===== src/rtl/lcd_write_arbiter.sv =====
// Two-port round-robin arbiter driving a HD44780-style LCD write cycle:
// latch RS/data, wait a setup time, pulse enable, hold low, then ack the winner.
module lcd_write_arbiter #(
    parameter int unsigned SETUP_CYCLES   = 2,
    parameter int unsigned EN_HIGH_CYCLES = 750000,
    parameter int unsigned EN_LOW_CYCLES  = 750000
) (
    input  logic       clk,
    input  logic       rst,
    input  logic       req0,
    input  logic       req1,
    input  logic       rs0,
    input  logic       rs1,
    input  logic [7:0] data0,
    input  logic [7:0] data1,
    output logic       ack0,
    output logic       ack1,
    output logic       busy,
    output logic       lcd_en,
    output logic       lcd_rs,
    output logic       lcd_rw,
    output logic       lcd_on,
    output logic [7:0] lcd_data
);

    typedef enum logic [1:0] {
        IDLE,
        SETUP,
        EN_HIGH,
        EN_LOW
    } state_t;

    localparam logic [23:0] SETUP_LOAD   = 24'(SETUP_CYCLES - 1);
    localparam logic [23:0] EN_HIGH_LOAD = 24'(EN_HIGH_CYCLES - 1);
    localparam logic [23:0] EN_LOW_LOAD  = 24'(EN_LOW_CYCLES - 1);

    state_t      state_q, state_d;
    logic [23:0] cnt_q, cnt_d;
    logic        last_grant_q, last_grant_d;
    logic        lcd_en_q, lcd_en_d;
    logic        lcd_rs_q, lcd_rs_d;
    logic [7:0]  lcd_data_q, lcd_data_d;
    logic        ack0_q, ack0_d;
    logic        ack1_q, ack1_d;
    logic        busy_q, busy_d;
    logic        winner;
    logic        cnt_zero;

    assign cnt_zero = (cnt_q == 24'd0);

    // On contention the port that did not win last time is served.
    always_comb begin
        winner = 1'b0;
        if (req0 && req1) begin
            winner = ~last_grant_q;
        end else if (req1) begin
            winner = 1'b1;
        end
    end

    always_comb begin
        state_d      = state_q;
        cnt_d        = cnt_q;
        last_grant_d = last_grant_q;
        lcd_en_d     = lcd_en_q;
        lcd_rs_d     = lcd_rs_q;
        lcd_data_d   = lcd_data_q;
        ack0_d       = 1'b0;
        ack1_d       = 1'b0;

        case (state_q)
            IDLE: begin
                if (req0 || req1) begin
                    last_grant_d = winner;
                    lcd_rs_d     = winner ? rs1 : rs0;
                    lcd_data_d   = winner ? data1 : data0;
                    cnt_d        = SETUP_LOAD;
                    state_d      = SETUP;
                end
            end
            SETUP: begin
                if (cnt_zero) begin
                    cnt_d    = EN_HIGH_LOAD;
                    lcd_en_d = 1'b1;
                    state_d  = EN_HIGH;
                end else begin
                    cnt_d = cnt_q - 24'd1;
                end
            end
            EN_HIGH: begin
                if (cnt_zero) begin
                    cnt_d    = EN_LOW_LOAD;
                    lcd_en_d = 1'b0;
                    state_d  = EN_LOW;
                end else begin
                    cnt_d = cnt_q - 24'd1;
                end
            end
            EN_LOW: begin
                if (cnt_zero) begin
                    ack0_d  = ~last_grant_q;
                    ack1_d  = last_grant_q;
                    state_d = IDLE;
                end else begin
                    cnt_d = cnt_q - 24'd1;
                end
            end
            default: begin
                state_d  = IDLE;
                lcd_en_d = 1'b0;
            end
        endcase

        busy_d = (state_d != IDLE);
    end

    always_ff @(posedge clk or posedge rst) begin
        if (rst) begin
            state_q      <= IDLE;
            cnt_q        <= 24'd0;
            last_grant_q <= 1'b1;
            lcd_en_q     <= 1'b0;
            lcd_rs_q     <= 1'b0;
            lcd_data_q   <= 8'h00;
            ack0_q       <= 1'b0;
            ack1_q       <= 1'b0;
            busy_q       <= 1'b0;
        end else begin
            state_q      <= state_d;
            cnt_q        <= cnt_d;
            last_grant_q <= last_grant_d;
            lcd_en_q     <= lcd_en_d;
            lcd_rs_q     <= lcd_rs_d;
            lcd_data_q   <= lcd_data_d;
            ack0_q       <= ack0_d;
            ack1_q       <= ack1_d;
            busy_q       <= busy_d;
        end
    end

    assign ack0     = ack0_q;
    assign ack1     = ack1_q;
    assign busy     = busy_q;
    assign lcd_en   = lcd_en_q;
    assign lcd_rs   = lcd_rs_q;
    assign lcd_data = lcd_data_q;
    assign lcd_rw   = 1'b0;
    assign lcd_on   = 1'b1;

endmodule


===== config.mk =====
export PLATFORM = sky130hd
export DESIGN_NAME = lcd_write_arbiter
export DESIGN_NICKNAME = d
export VERILOG_FILES = /design/src/rtl/lcd_write_arbiter.sv
export SDC_FILE = /design/constraint.sdc
export NUM_CORES = 1
export LEC_CHECK = 0
export CAP_MARGIN = 15
export CORE_ASPECT_RATIO = 0.9
export CORE_MARGIN = 1
export CORE_UTILIZATION = 30
export CTS_BUF_LIST = sky130_fd_sc_hd__clkbuf_8
export DETAILED_ROUTE_END_ITERATION = 16
export SETUP_SLACK_MARGIN = 0.3
export SYNTH_ARGS = -nofsm -noshare
export SYNTH_HDL_FRONTEND = slang
export SYNTH_SLANG_ARGS = --single-unit

===== constraint.sdc =====
create_clock -name clk -period 5.9 [get_ports clk]
set_input_delay 0.59 -clock clk [delete_from_list [all_inputs] [get_ports clk]]
set_output_delay 0.59 -clock clk [all_outputs]
set_load 0.01 [all_outputs]

==> results.md, run 1 <==
* Status: finished clean
* Vias in the first global route at 1,961
* Final HPWL DP at 4.11 mm
* Post-CTS Resized at 0
* Met1 usage at 20.3%
* Worst Skew at 0.0129 ns
* Starting Density at 31.2%
* Final setup viols at 0
* Clk buf depth at 2
* Worst slew margin at 30.9%
* Worst slew pin tran at 1.03 ns
* Synthesized flop and latch total at 40
* Port buffer count at 34
* Layout cells sized above 1 at 8.90%
* Root buf cell: clkbuf_8
* Post-synth top area share at 41.0%
* Reg area at 1000 sq um
* Final antenna-violating net count at 0
* Detailed Route WL at 5.66 mm
* Cells after Synth at 249
* WL/cell at 15.0 um
* Die X at 95.9 um
* Nets at 309
* Num CTS Buffers at 5
* H-tree levels at 2
* N_diodes at 0
* Number of synthesized flops with an enable pin at 0
* CP bufs+invs at 1
* Final TNS setup at 0 ns
* CTS Hold Bufs at 0
* CP Cell Sequence: inv_1, ha_1, nor4b_2, nand4_1, or3_4, or4_1, o311ai_1
* CP delay by family, top: simple AND/OR/NAND/NOR gates
* PD cells at 181 nW/um^2
* Die Y at 86.5 um
* Yosys Warn Count at 0
* CP arrival at 2.82 ns
* Busiest layer in global routing: met2
* Post-synth top area cell: dfrtp_1
* DRT Pass-1 Iters at 4
* Overall power at 0.000527 W
* Global-route wire length before repair at 9.49 mm
* Fmax achieved at 380 MHz
* Cells after DPL at 368
* Row cnt at 30
* VDD IR-drop max at 0.0841 mV
* Max-cap viol count at 0
* Hold Crit Class: flop to flop
* Gr usage total at 14.8%
* Largest net degree at the start of global routing at 41
* WP data required at 6.09 ns
* Remaining Overflow, GRT at 0
* Met3 global-route usage at 2.89%
* Final period utilization at 44.6%
* Layout Area Growth over Synthesis at 22.6%
* Global Route met2 Usage at 23.5%
* Max-slew violation count at 0
* Worst Setup End Kind: flop
* Critical path fanouts, max at 9
* Vias/cell at 5.38
* Post-CTS Setup Inserts at 0
* Cell Count, Final, Fillers Out at 377
* Core region area at 7620 sq um
* Max stage delay cell, worst path: or4_1
* Initial DRC Count at 86
* Reg clk slew, reported paths at 0.09 ns
* Unrepaired setup endpoints after global routing: false
* CTS tree: built
* IO Count at 37
* Die Area at 8300 sq um
* Min Tclk post-route at 2.63 ns
* CP Class: flop to flop
* Skew-Pair Late Insertion Delay at 0.30 ns
* Synth async-reset ratio at 100%
* Leakage power at 1.16 nW
* Antenna violations before repair at 0
* Hold Violations, Final at 0
* Max incr delay on CP at 0.65 ns
* Area of the multi-input gates at 1280 sq um
* Area contributors post-synth: dfrtp_1, o21ai_0, mux2i_1, nand2_1, ha_1
* Sequential share of the synthesized area at 42.1%
* Routed vias at 2,027
* Clock sink count at 40
* Synthesized Nets at 278
* Synth Cell Area at 2380 sq um
* Distinct cells, synth at 56
* DRC errors left at 0
* Fillers at 763
* Post-synth top flop: dfrtp_1
* Mean Syn Cell Area at 9.56 sq um
* Startpoint Class: flop
* Final Wtd Congestion at 0.788
## cells in the mapped netlist (6+ instances only)
cell       n
ha_1       7
o31ai_1    7
or3_1      7
dfrtp_1   39
o311ai_1   6
nor2_1    11
o21ai_0   19
a22oi_1   10
mux2i_1    9
or4_1      8
a21oi_1   10
nand2_1   24
inv_1     11
## cell usage in the layout, fill, tap and decap left out, types with 6 or more instances in the layout
cell type and count:
dfrtp_1 39, clkdlybuf4s50_1 34, nand2_1 24, o21ai_0 19
nor2_1 11, inv_1 11, a22oi_1 10, a21oi_1 10
mux2i_1 9, or4_1 8, or3_1 7, o31ai_1 7
ha_1 7, o311ai_1 6
## stage by stage
stage	hold WS [ns]	utilization [%]	setup slack (ns)	instance area, sq um
2_1_floorplan	0.485	-	3.74	2380
3_3_place_gp	0.463	36.7	3.07	2790
3_5_place_dp	0.474	36.7	3.05	2790
4_1_cts	0.492	38.1	3.15	2900
5_1_grt	0.511	38.3	2.98	2920
6_report	0.487	38.3	3.27	2920
## worst reg2reg max path, delay by kind of cell, from the launching register on
kind / cells / cell delay, ns
AOI/OAI and AO/OA: 1 / 0.17
buffers and inverters: 1 / 0.11
and+or+nand+nor: 4 / 1.64
DFF: 1 / 0.46
adders and majority gates: 1 / 0.15
## cell families (layout without fill, tap and decap cells)
group                    Yosys count  count (layout)  share of synthesized area (%)
adder cells (fa/ha/maj)            7               7                           3.68
multiplexers                       9               9                           3.78
flip-flops                        40              40                           42.1
XOR/XNOR                           1               1                          0.368
other                              2               2                          0.315
buffers and inverters             23              55                           4.47
AO/OA/AOI/OAI                     78              78                           22.9
AND/OR/NAND/NOR                   89              89                           22.4
## final timing paths
kind                       cells past startpoint   startpoint  slack [ns]      endpoint
hold reg to reg                                2  lcd_data[6]        0.49   lcd_data[6]
setup / recovery                               7     cnt_q[0]        3.27     cnt_q[17]
hold / removal                                 2  lcd_data[6]        0.49   lcd_data[6]
min in group asynchronous                      3          rst        0.72          ack0
setup reg to reg                               7     cnt_q[0]        3.27     cnt_q[17]
max in group asynchronous                      3          rst        4.82  last_grant_q
## final cells by class
class / count / share of cell area [%]
sequential: 40 / 34.3
timing repair buffer: 36 / 12.4
multi-input combinational: 186 / 43.9
tap: 96 / 4.11
inverter: 11 / 1.41
clock buffer: 5 / 2.36
clock inverter: 3 / 1.46
## sequential cells by signal, summed over array words and instances (netlist names)
register      count
ack1              1
lcd_data          8
busy              1
lcd_en            1
last_grant_q      1
ack0              1
state_q           2
cnt_q            24
lcd_rs            1
## routing by layer
metal	routed length [um]	share of wire, %
met1	2760	49
met2	2430	43
met3	401	7.1
met4	72	1.3
met5	0	0
## where the power goes
| group | total, W | switching [W] | internal, W |
|---|---|---|---|
| clock network | 0.000227 | 0.000101 | 0.000125 |
| logic | 0.0000269 | 0.0000112 | 0.0000157 |
| registers | 0.000274 | 0 | 0.000274 |
| total | 0.000527 | 0.000113 | 0.000415 |
Note: power is estimated with default switching activity, not from simulation.
==> inputs of run 2 (changes only) <==
==> constraint.sdc (replaced) <==
create_clock -name clk -period 2.57 [get_ports clk]
set_input_delay 0.257 -clock clk [delete_from_list [all_inputs] [get_ports clk]]
set_output_delay 0.257 -clock clk [all_outputs]
set_load 0.01 [all_outputs]
==> run 2 against run 1 <==
Net effect:
- sequential power grew 130%
- clock skew is 0.0072 ns lower
- clock power increased by 130%
- sequential share of layout area shrank 2.4 points
- non-clock buffer count grew 18
- routed wire length grew 14%
- die area stayed put
- critical path depth stayed put
- first-iteration DRC count increased by 110%
- flip-flop and latch count unchanged
- utilization is 3.0 points higher
==> results.md, run 2 (synthesis gave the netlist of run 1 again) <==
* WL/cell at 16.3 um (+8.5%)
* Status: finished clean
* Final antenna-violating net count at 0 (unchanged)
* Final period utilization at 87.9% (+43 points)
* Hold Crit Class: primary input to asynchronous set/reset pin
* Max reg flops at 24 (unchanged)
* Critical path fanouts, max at 5 (-4)
* CTS tree: built
* Worst slew pin tran at 0.539 ns (-0.495 ns)
* Biggest register: cnt_q
* Starting Density at 31.2% (unchanged)
* Root buf cell: clkbuf_8
* Final TNS setup at 0 ns (unchanged)
* Worst Setup End Kind: flop
* Nets at 328 (+6.1%)
* Final HPWL DP at 4.42 mm (+7.6%)
* Reg clk slew, reported paths at 0.08 ns (about the same)
* Most frequent cells in the layout: dfrtp_1, clkdlybuf4s50_1, nand2_1
* Clock sink count at 40 (unchanged)
* Max-slew violation count at 0 (unchanged)
* Layout Area Growth over Synthesis at 32.2%
* Largest net degree at the start of global routing at 41 (unchanged)
* Unrepaired setup endpoints after global routing: true
* CP Cell Sequence: inv_2, ha_4, nor4b_4, nand4_1, or3_4, or4_4, o311ai_1
* Final setup viols at 0 (unchanged)
* DRC errors left at 0 (unchanged)
* Startpoint Class: flop
* Fin Hold WS at 0.404 ns (-0.0835 ns)
* Die Y at 86.5 um (unchanged)
* Port buffer count at 34 (unchanged)
* Max-cap viol count at 0 (unchanged)
* Final Wtd Congestion at 0.820 (+4.2%)
* Gr usage total at 15.7% (+0.92 points)
* Die Area at 8300 sq um (unchanged)
* Hold Violations, Final at 0 (unchanged)
* Worst slew margin at 64.1% (+33 points)
* WP data required at 2.75 ns (-3.34 ns)
* H-tree levels at 2 (unchanged)
* Num CTS Buffers at 5 (unchanged)
* IO Count at 37 (unchanged)
* Pre-CTS WS at -0.0585 ns (-3.11 ns)
* Layout cells sized above 1 at 17.3% (+8.4 points)
* Max incr delay on CP at 0.57 ns (-0.08 ns)
* Worst setup margin at 0.311 ns (-2.96 ns)
* Min Tclk post-route at 2.26 ns (-0.373 ns)
* Clk buf depth at 2 (unchanged)
* N_diodes at 0 (unchanged)
* Vias in the first global route at 2,116 (+7.9%)
* Worst Skew at 0.00572 ns (-0.00715 ns)
* CP arrival at 2.44 ns (-0.38 ns)
* CTS Hold Bufs at 0 (unchanged)
* Vias/cell at 5.48 (+2.0%)
* Fmax achieved at 443 MHz (+17%)
* Remaining Overflow, GRT at 0 (unchanged)
* Initial DRC Count at 180 (+110%)
* Leakage power at 1.27 nW (+8.9%)
* Skew-Pair Late Insertion Delay at 0.29 ns (about the same)
* Core region area at 7620 sq um (unchanged)
* VDD IR-drop max at 0.217 mV (+160%)
* DRT Pass-1 Iters at 7 (+3)
* Row cnt at 30 (unchanged)
* Antenna violations before repair at 0 (unchanged)
* Most common cell after layout, fill and taps aside: dfrtp_1
* Die X at 95.9 um (unchanged)
* Max stage delay cell, worst path: or4_4
* Detailed Route WL at 6.45 mm (+14%)
* Global-route wire length before repair at 10.1 mm (+6.8%)
* CP Class: flop to flop
* PD cells at 384 nW/um^2 (+110%)
* Routed vias at 2,172 (+7.2%)
[run 2: repair_timing]
action / in CTS / in global routing
setup buffers: 1 / 4
pin swaps: 1 / 2
endpoints found under the setup margin: 20 / 22
gates resized for setup: 3 / 13
cloned: 0 / 1
[run 2: critical path: cells and delay by family, from the launching register on]
kind / cells / cell delay, ns
AO/OA/AOI/OAI: 1 / 0.11
buffers and inverters: 1 / 0.09
flip-flops: 1 / 0.45
AND/OR/NAND/NOR: 4 / 1.39
adder cells (fa/ha/maj): 1 / 0.12
[run 2: path summary, 6_finish.rpt]
kind                                     to  slack, ns  cells past startpoint         from
worst min register to register  lcd_data[2]       0.48                      2  lcd_data[2]
worst max-delay path              cnt_q[17]       0.31                      7     cnt_q[1]
max in group asynchronous          cnt_q[1]       1.77                      3          rst
worst min-delay path              cnt_q[15]       0.40                      3          rst
min in group clk                lcd_data[2]       0.48                      2  lcd_data[2]
worst max register to register    cnt_q[17]       0.31                      7     cnt_q[1]
[run 2: cell type report]
cell class                      instances  area [sq um]
Sequential cell                        40          1000
Timing Repair Buffer                   54           503
Inverter                               11          41.3
Multi-Input combinational cell        187          1370
Tap cell                               96           120
Clock inverter                          3          38.8
Clock buffer                            5          68.8
Fill cell                             762          4470
[run 2: stage by stage]
| step | utilization, % | instance area [sq um] | std cells | power, W |
|---|---|---|---|---|
| CTS | 40.0 | 3040 | 391 | 0.00122 |
| finish | 41.3 | 3150 | 396 | 0.00121 |
| global route | 41.3 | 3150 | 396 | 0.00125 |
| global placement | 38.2 | 2910 | 382 | 0.000706 |
| detailed placement | 38.2 | 2910 | 382 | 0.000706 |
| floorplan | - | 2380 | 249 | 0.000666 |
[run 2: layer usage]
layer	vias up	track usage [%]	wire length [um]
met3	0	3.33	478
met2	75	24.6	2920
met1	1049	22.2	3050
li1	1048	-	-
met5	-	0	0
met4	0	3.66	0
[run 2: where the power goes]
group | internal [W] | total, W | switching, W
sequential | 0.000629 | 0.000629 | 0
combinational | 0.0000367 | 0.0000636 | 0.0000269
clock | 0.000285 | 0.000517 | 0.000232
==> inputs of run 3 (changes only) <==
--- a/config.mk
+++ b/config.mk
@@ -11,6 +11,7 @@
 export CORE_UTILIZATION = 30
 export CTS_BUF_LIST = sky130_fd_sc_hd__clkbuf_8
 export DETAILED_ROUTE_END_ITERATION = 16
+export GPL_ROUTABILITY_DRIVEN = 0
 export SETUP_SLACK_MARGIN = 0.3
 export SYNTH_ARGS = -nofsm -noshare
 export SYNTH_HDL_FRONTEND = slang
==> results of run 3 <==
The final DEF is identical to that of run 2; final timing and power are the same.
==> variant 1, RTL diff (config.mk and constraints of run 3) <==
Take the reset off `lcd_data_q` and load it in a clocked block of its own.
--- a/src/rtl/lcd_write_arbiter.sv
+++ b/src/rtl/lcd_write_arbiter.sv
@@ -122,5 +122,4 @@
             lcd_en_q     <= 1'b0;
             lcd_rs_q     <= 1'b0;
-            lcd_data_q   <= 8'h00;
             ack0_q       <= 1'b0;
             ack1_q       <= 1'b0;
@@ -132,9 +131,12 @@
             lcd_en_q     <= lcd_en_d;
             lcd_rs_q     <= lcd_rs_d;
-            lcd_data_q   <= lcd_data_d;
             ack0_q       <= ack0_d;
             ack1_q       <= ack1_d;
             busy_q       <= busy_d;
         end
+    end
+
+    always_ff @(posedge clk) begin
+        lcd_data_q <= lcd_data_d;
     end
 
Formal check against the unedited RTL: not equivalent (Yosys sat finds a counterexample within 4 cycles, from zero or initial values and one cycle with rst high).
==> variant 1 against run 3 <==
Sequential cell count stayed put; routed wire length is 1.5% lower; count of clock-buffer cells in the layout stayed put; area after synthesis is 2.4% lower; power is 10% higher; critical endpoint is now cnt_q[10]; final area is 3.7% higher; global-route usage is 0.65 points higher; setup slack worse by 0.020 ns; cell count is 0.25% higher; clock skew is 0.0011 ns higher; maximum frequency is 0.86% lower.
==> variant 1: results (changes against run 3) <==
INFO  synthesis      synth_compound_gate_area_share=20.4% [was 22.9%]
INFO  sta            postLayoutSetupSlackWorst=0.291ns [was 0.311 ns]
INFO  setup_path     worstRegToRegCells=9 [was 7]
INFO  clock_network  postCtsSetupRepairBufs=10 [was 1]
INFO  sta            timing.slew.headroom=64.8% [was 64.1%]
INFO  clock_network  resize_count_post_cts=6 [was 3]
INFO  detailed_routing drt_first_iter_violations=97 [was 180]
INFO  synthesis      yosys-mux-area-fraction=4.31% [was 3.78%]
INFO  setup_path     critPathArrivalTime=2.51ns [was 2.44 ns]
INFO  setup_path     last_element_of_the_critical_path=cnt_q[10] [was cnt_q[17]]
INFO  synthesis      post_synth_fa_ha_maj_area_fraction=3.77% [was 3.68%]
INFO  setup_path     reg2reg_slack=0.29ns [was 0.31 ns]
INFO  power_and_ir_drop power.leakage=1.22nW [was 1.27 nW]
INFO  detailed_routing drtPass1Iterations=4 [was 7]
INFO  global_routing via_count_of_the_first_global_routing_pass=2026 [was 2116]
INFO  synthesis      seq_area_frac_synth=44.9% [was 42.1%]
INFO  global_routing grt_pass1_wl=10200um [was 10100 um]
INFO  outcome        outcome=completed [unchanged]
INFO  synthesis      synth_xor_area_share=0% [was 0.368%]
INFO  synthesis      ys_types=54 [was 56]
INFO  synthesis      yosys-top-cells-count=sky130_fd_sc_hd__dfrtp_1 (31), sky130_fd_sc_hd__a21oi_1 (16), sky130_fd_sc_hd__nor2_1 (16) [was sky130_fd_sc_hd__dfrtp_1 (39), sky130_fd_sc_hd__nand2_1 (24), sky130_fd_sc_hd__o21ai_0 (19)]
INFO  placed_design  placed_area=2890um2 [was 2910 um2]
INFO  setup_path     timing.critical_path.slowest_cell_delay=0.47ns [was 0.57 ns]
INFO  detailed_routing avgViaCountPerCell=5.41 [was 5.48]
INFO  power_and_ir_drop power.ir.vdd_worst=0.218mV [was 0.217 mV]
INFO  detailed_routing post_drt_wl_per_cell=16.0um [was 16.3 um]
INFO  sta            final.setup_skew=0.00679ns [was 0.00572 ns]
INFO  layout         final_net_count=329 [was 328]
INFO  sta            final.hold.worst_slack=0.350ns [was 0.404 ns]
INFO  placed_design  dpl_worst_slack=0.00723ns [was -0.0585 ns]
==> variant 1: per-layer routing <==
| layer | part of all wire [%] | GRT usage, % | vias up |
|---|---|---|---|
| li1 | - | - | 1028 |
| met3 | 4.3 | 2.48 | 11 |
| met1 | 46 | 23.4 | 1045 |
| met4 | 2.2 | 6.47 | 0 |
| met2 | 47 | 24.9 | 64 |
| met5 | 0 | 0 | - |
==> variant 1: area by class of cell <==
class,count,area [um2]
Multi-Input combinational cell,175,1290
Tap cell,96,120
Timing Repair Buffer,70,651
Clock buffer,5,68.8
Fill cell,738,4240
Inverter,8,30.0
Sequential cell,40,1040
Clock inverter,3,63.8
==> variant 1: where the power goes <==
group | switching (mW) | internal [mW] | total, mW
combinational | 0.0239 | 0.0400 | 0.0638
clock | 0.236 | 0.384 | 0.620
sequential | 0 | 0.647 | 0.647
total | 0.260 | 1.07 | 1.33
==> variant 2, RTL diff (flow settings as in run 3) <==
Made on the original files. The parameter `EN_HIGH_CYCLES` goes from 750000 to 375000.
--- a/src/rtl/lcd_write_arbiter.sv
+++ b/src/rtl/lcd_write_arbiter.sv
@@ -3,5 +3,5 @@
 module lcd_write_arbiter #(
     parameter int unsigned SETUP_CYCLES   = 2,
-    parameter int unsigned EN_HIGH_CYCLES = 750000,
+    parameter int unsigned EN_HIGH_CYCLES = 375000,
     parameter int unsigned EN_LOW_CYCLES  = 750000
 ) (
Function: no difference found for any inputs over 10 cycles, from zero or initial values and one cycle with rst high; that may be too few to reach the edited logic, so the function may still have changed.
==> variant 2 against run 3 <==
Power is 9.1% lower; area after synthesis is 2.0% higher; critical path type unchanged; core utilization hardly changed; sequential power hardly changed; count of clock-buffer cells in the layout stayed put; maximum frequency is 3.8% higher; critical endpoint is now cnt_q[21]; setup slack better by 0.083 ns; global-route usage is 0.39 points higher; sequential cell count stayed put; cell count is 4.3% higher; largest cell class unchanged; routed wire length is 2.8% higher; final area is 0.91% higher; die area is 2.0% higher.
==> variant 2: results (changes against run 3) <==
INFO  detailed_routing drtPass1Iterations=4 [was 7]
INFO  sta            final.setup_skew=0.0178ns [was 0.00572 ns]
INFO  placed_design  detailedPlacementHpwl=4700um [was 4420 um]
INFO  power_and_ir_drop powerSeq=0.629mW [about the same]
INFO  placed_design  dp.cells=395 [was 382]
INFO  synthesis      ys_types=59 [was 56]
INFO  synthesis      syn-num-nets=289 [was 278]
INFO  setup_path     critPathArrivalTime=2.39ns [was 2.44 ns]
INFO  global_routing grt_pass1_wl=10600um [was 10100 um]
INFO  layout         filler_cell_count=758 [was 762]
INFO  global_routing grtUsageTotal=16.1% [was 15.7%]
INFO  power_and_ir_drop power.leakage=1.25nW [was 1.27 nW]
INFO  setup_path     timing.critical_path.slowest_cell_delay=0.51ns [was 0.57 ns]
INFO  detailed_routing drt-total-wl=6630um [was 6450 um]
INFO  setup_path     cp_slowest_cell=sky130_fd_sc_hd__or4_1 [was sky130_fd_sc_hd__or4_4]
INFO  synthesis      yosys-top-cells-count=sky130_fd_sc_hd__dfrtp_1 (39), sky130_fd_sc_hd__o21ai_0 (30), sky130_fd_sc_hd__nand2_1 (21) [was sky130_fd_sc_hd__dfrtp_1 (39), sky130_fd_sc_hd__nand2_1 (24), sky130_fd_sc_hd__o21ai_0 (19)]
INFO  synthesis      synth_area_leaders=sky130_fd_sc_hd__dfrtp_1 (40%), sky130_fd_sc_hd__o21ai_0 (6.2%), sky130_fd_sc_hd__mux2i_1 (3.7%), sky130_fd_sc_hd__a21oi_1 (3.5%), sky130_fd_sc_hd__nand2_1 (3.2%) [was sky130_fd_sc_hd__dfrtp_1 (41%), sky130_fd_sc_hd__o21ai_0 (4.0%), sky130_fd_sc_hd__mux2i_1 (3.8%), sky130_fd_sc_hd__nand2_1 (3.8%), sky130_fd_sc_hd__ha_1 (3.7%)]
INFO  outcome        outcome=completed [unchanged]
INFO  placed_design  dpl_worst_slack=0.123ns [was -0.0585 ns]
INFO  synthesis      syn_inst=261 [was 249]
INFO  detailed_routing drt_first_iter_violations=133 [was 180]
INFO  sta            timing.slew.headroom=64.7% [was 64.1%]
INFO  detailed_routing detailroute.via_count=2271 [was 2172]
INFO  power_and_ir_drop power.ir.vdd_worst=0.157mV [was 0.217 mV]
INFO  setup_path     worstPathMaxFanout=7 [was 5]
INFO  layout         insertedDiodeCount=0 [unchanged]
INFO  power_and_ir_drop seq_power_share=57.2% [was 52.0%]
INFO  placed_design  place.port_buffers=34 [unchanged]
INFO  synthesis      seq_area_frac_synth=41.2% [was 42.1%]
INFO  global_routing via_count_of_the_first_global_routing_pass=2095 [was 2116]
INFO  clock_network  clock_path_buffers=2 [unchanged]
INFO  layout         largest_reg_flops=24 [unchanged]
INFO  clock_network  clkLatencyLatePin=0.31ns [was 0.29 ns]
INFO  layout         final_net_count=344 [was 328]
INFO  detailed_routing avgViaCountPerCell=5.50 [was 5.48]
INFO  layout         final_layout_size_suffix_gt1_share=18.6% [was 17.3%]
INFO  power_and_ir_drop clk-power=0.407mW [was 0.517 mW]
INFO  power_and_ir_drop internal_power_component=0.849mW [was 0.950 mW]
==> variant 2: cell types whose count changed in the layout (fill, tap and decap cells not counted), sizes merged, moves of 3 or more <==
cell	delta
o21ai	+11
or4	-5
nor3	+5
nand2	-3
or3	-6
a22oi	-10
nor2	+6
buf	+7
o2bb2ai	+4
o311ai	-6
a21oi	+7
o21a	-3
==> variant 2: per-stage QoR <==
step | hold slack (ns) | instance area (um2)
after floorplan | 0.327 | 2430
after global placement | 0.465 | 2960
after CTS | 0.399 | 3090
final | 0.382 | 3180
after detailed placement | 0.475 | 2960
after global routing | 0.477 | 3180
==> variant 2: final cells by class <==
cell class | instances | area (um2) | area share, %
clock buffers | 5 | 68.8 | 2.17
flip-flops and latches | 40 | 1000 | 31.6
repair buffers | 61 | 547 | 17.2
clock inverters | 3 | 12.5 | 0.394
multi-input cells | 197 | 1380 | 43.5
well taps | 96 | 120 | 3.78
inverters | 11 | 41.3 | 1.30
==> variant 2: path summary, 6_finish.rpt <==
kind | startpoint | to | slack (ns) | depth (start not counted)
worst max register to register | cnt_q[0] | cnt_q[21] | 0.39 | 9
worst min register to register | lcd_data[0] | lcd_data[0] | 0.49 | 2
max in group asynchronous | rst | last_grant_q | 1.80 | 3
min in group clk | lcd_data[0] | lcd_data[0] | 0.49 | 2
worst max-delay path | cnt_q[0] | cnt_q[21] | 0.39 | 9
worst min-delay path | rst | lcd_rs | 0.38 | 3
==> variant 2: kinds of logic (layout without fill, tap and decap cells) <==
group                      count (synthesis)  count (layout)  synth area share (%)
muxes                                     10              10                  4.17
other                                      2               2                 0.309
buffers and inverters                     25              80                  4.27
DFF                                       40              40                  41.2
xor gates and xnor gates                   4               4                  1.44
AOI/OAI and AO/OA                         84              84                  23.2
and+or+nand+nor                           90              91                  22.2
adders and majority gates                  6               6                  3.09
==> variant 2: what timing repair did <==
item / 4_1_cts / 5_1_grt
setup buffers: 4 / 5
pin swaps: 2 / 2
gates resized for setup: 3 / 11
gates cloned: 0 / 1
setup endpoints to repair: 14 / 23
==> variant 2: tightest hold or removal path: cells and delay by family <==
family / cells / cell delay [ns]
buf+inv: 3 / 0.87
==> variant 2: layer usage <==
| layer | GRT usage, % | vias up | wire [um] | share of wire, % |
|---|---|---|---|---|
| li1 | - | 1078 | - | - |
| met1 | 21.6 | 1103 | 3110 | 47 |
| met2 | 25.1 | 78 | 3020 | 46 |
| met3 | 4.49 | 12 | 375 | 5.7 |
| met4 | 5.56 | 0 | 121 | 1.8 |
| met5 | 0 | - | 0 | 0 |
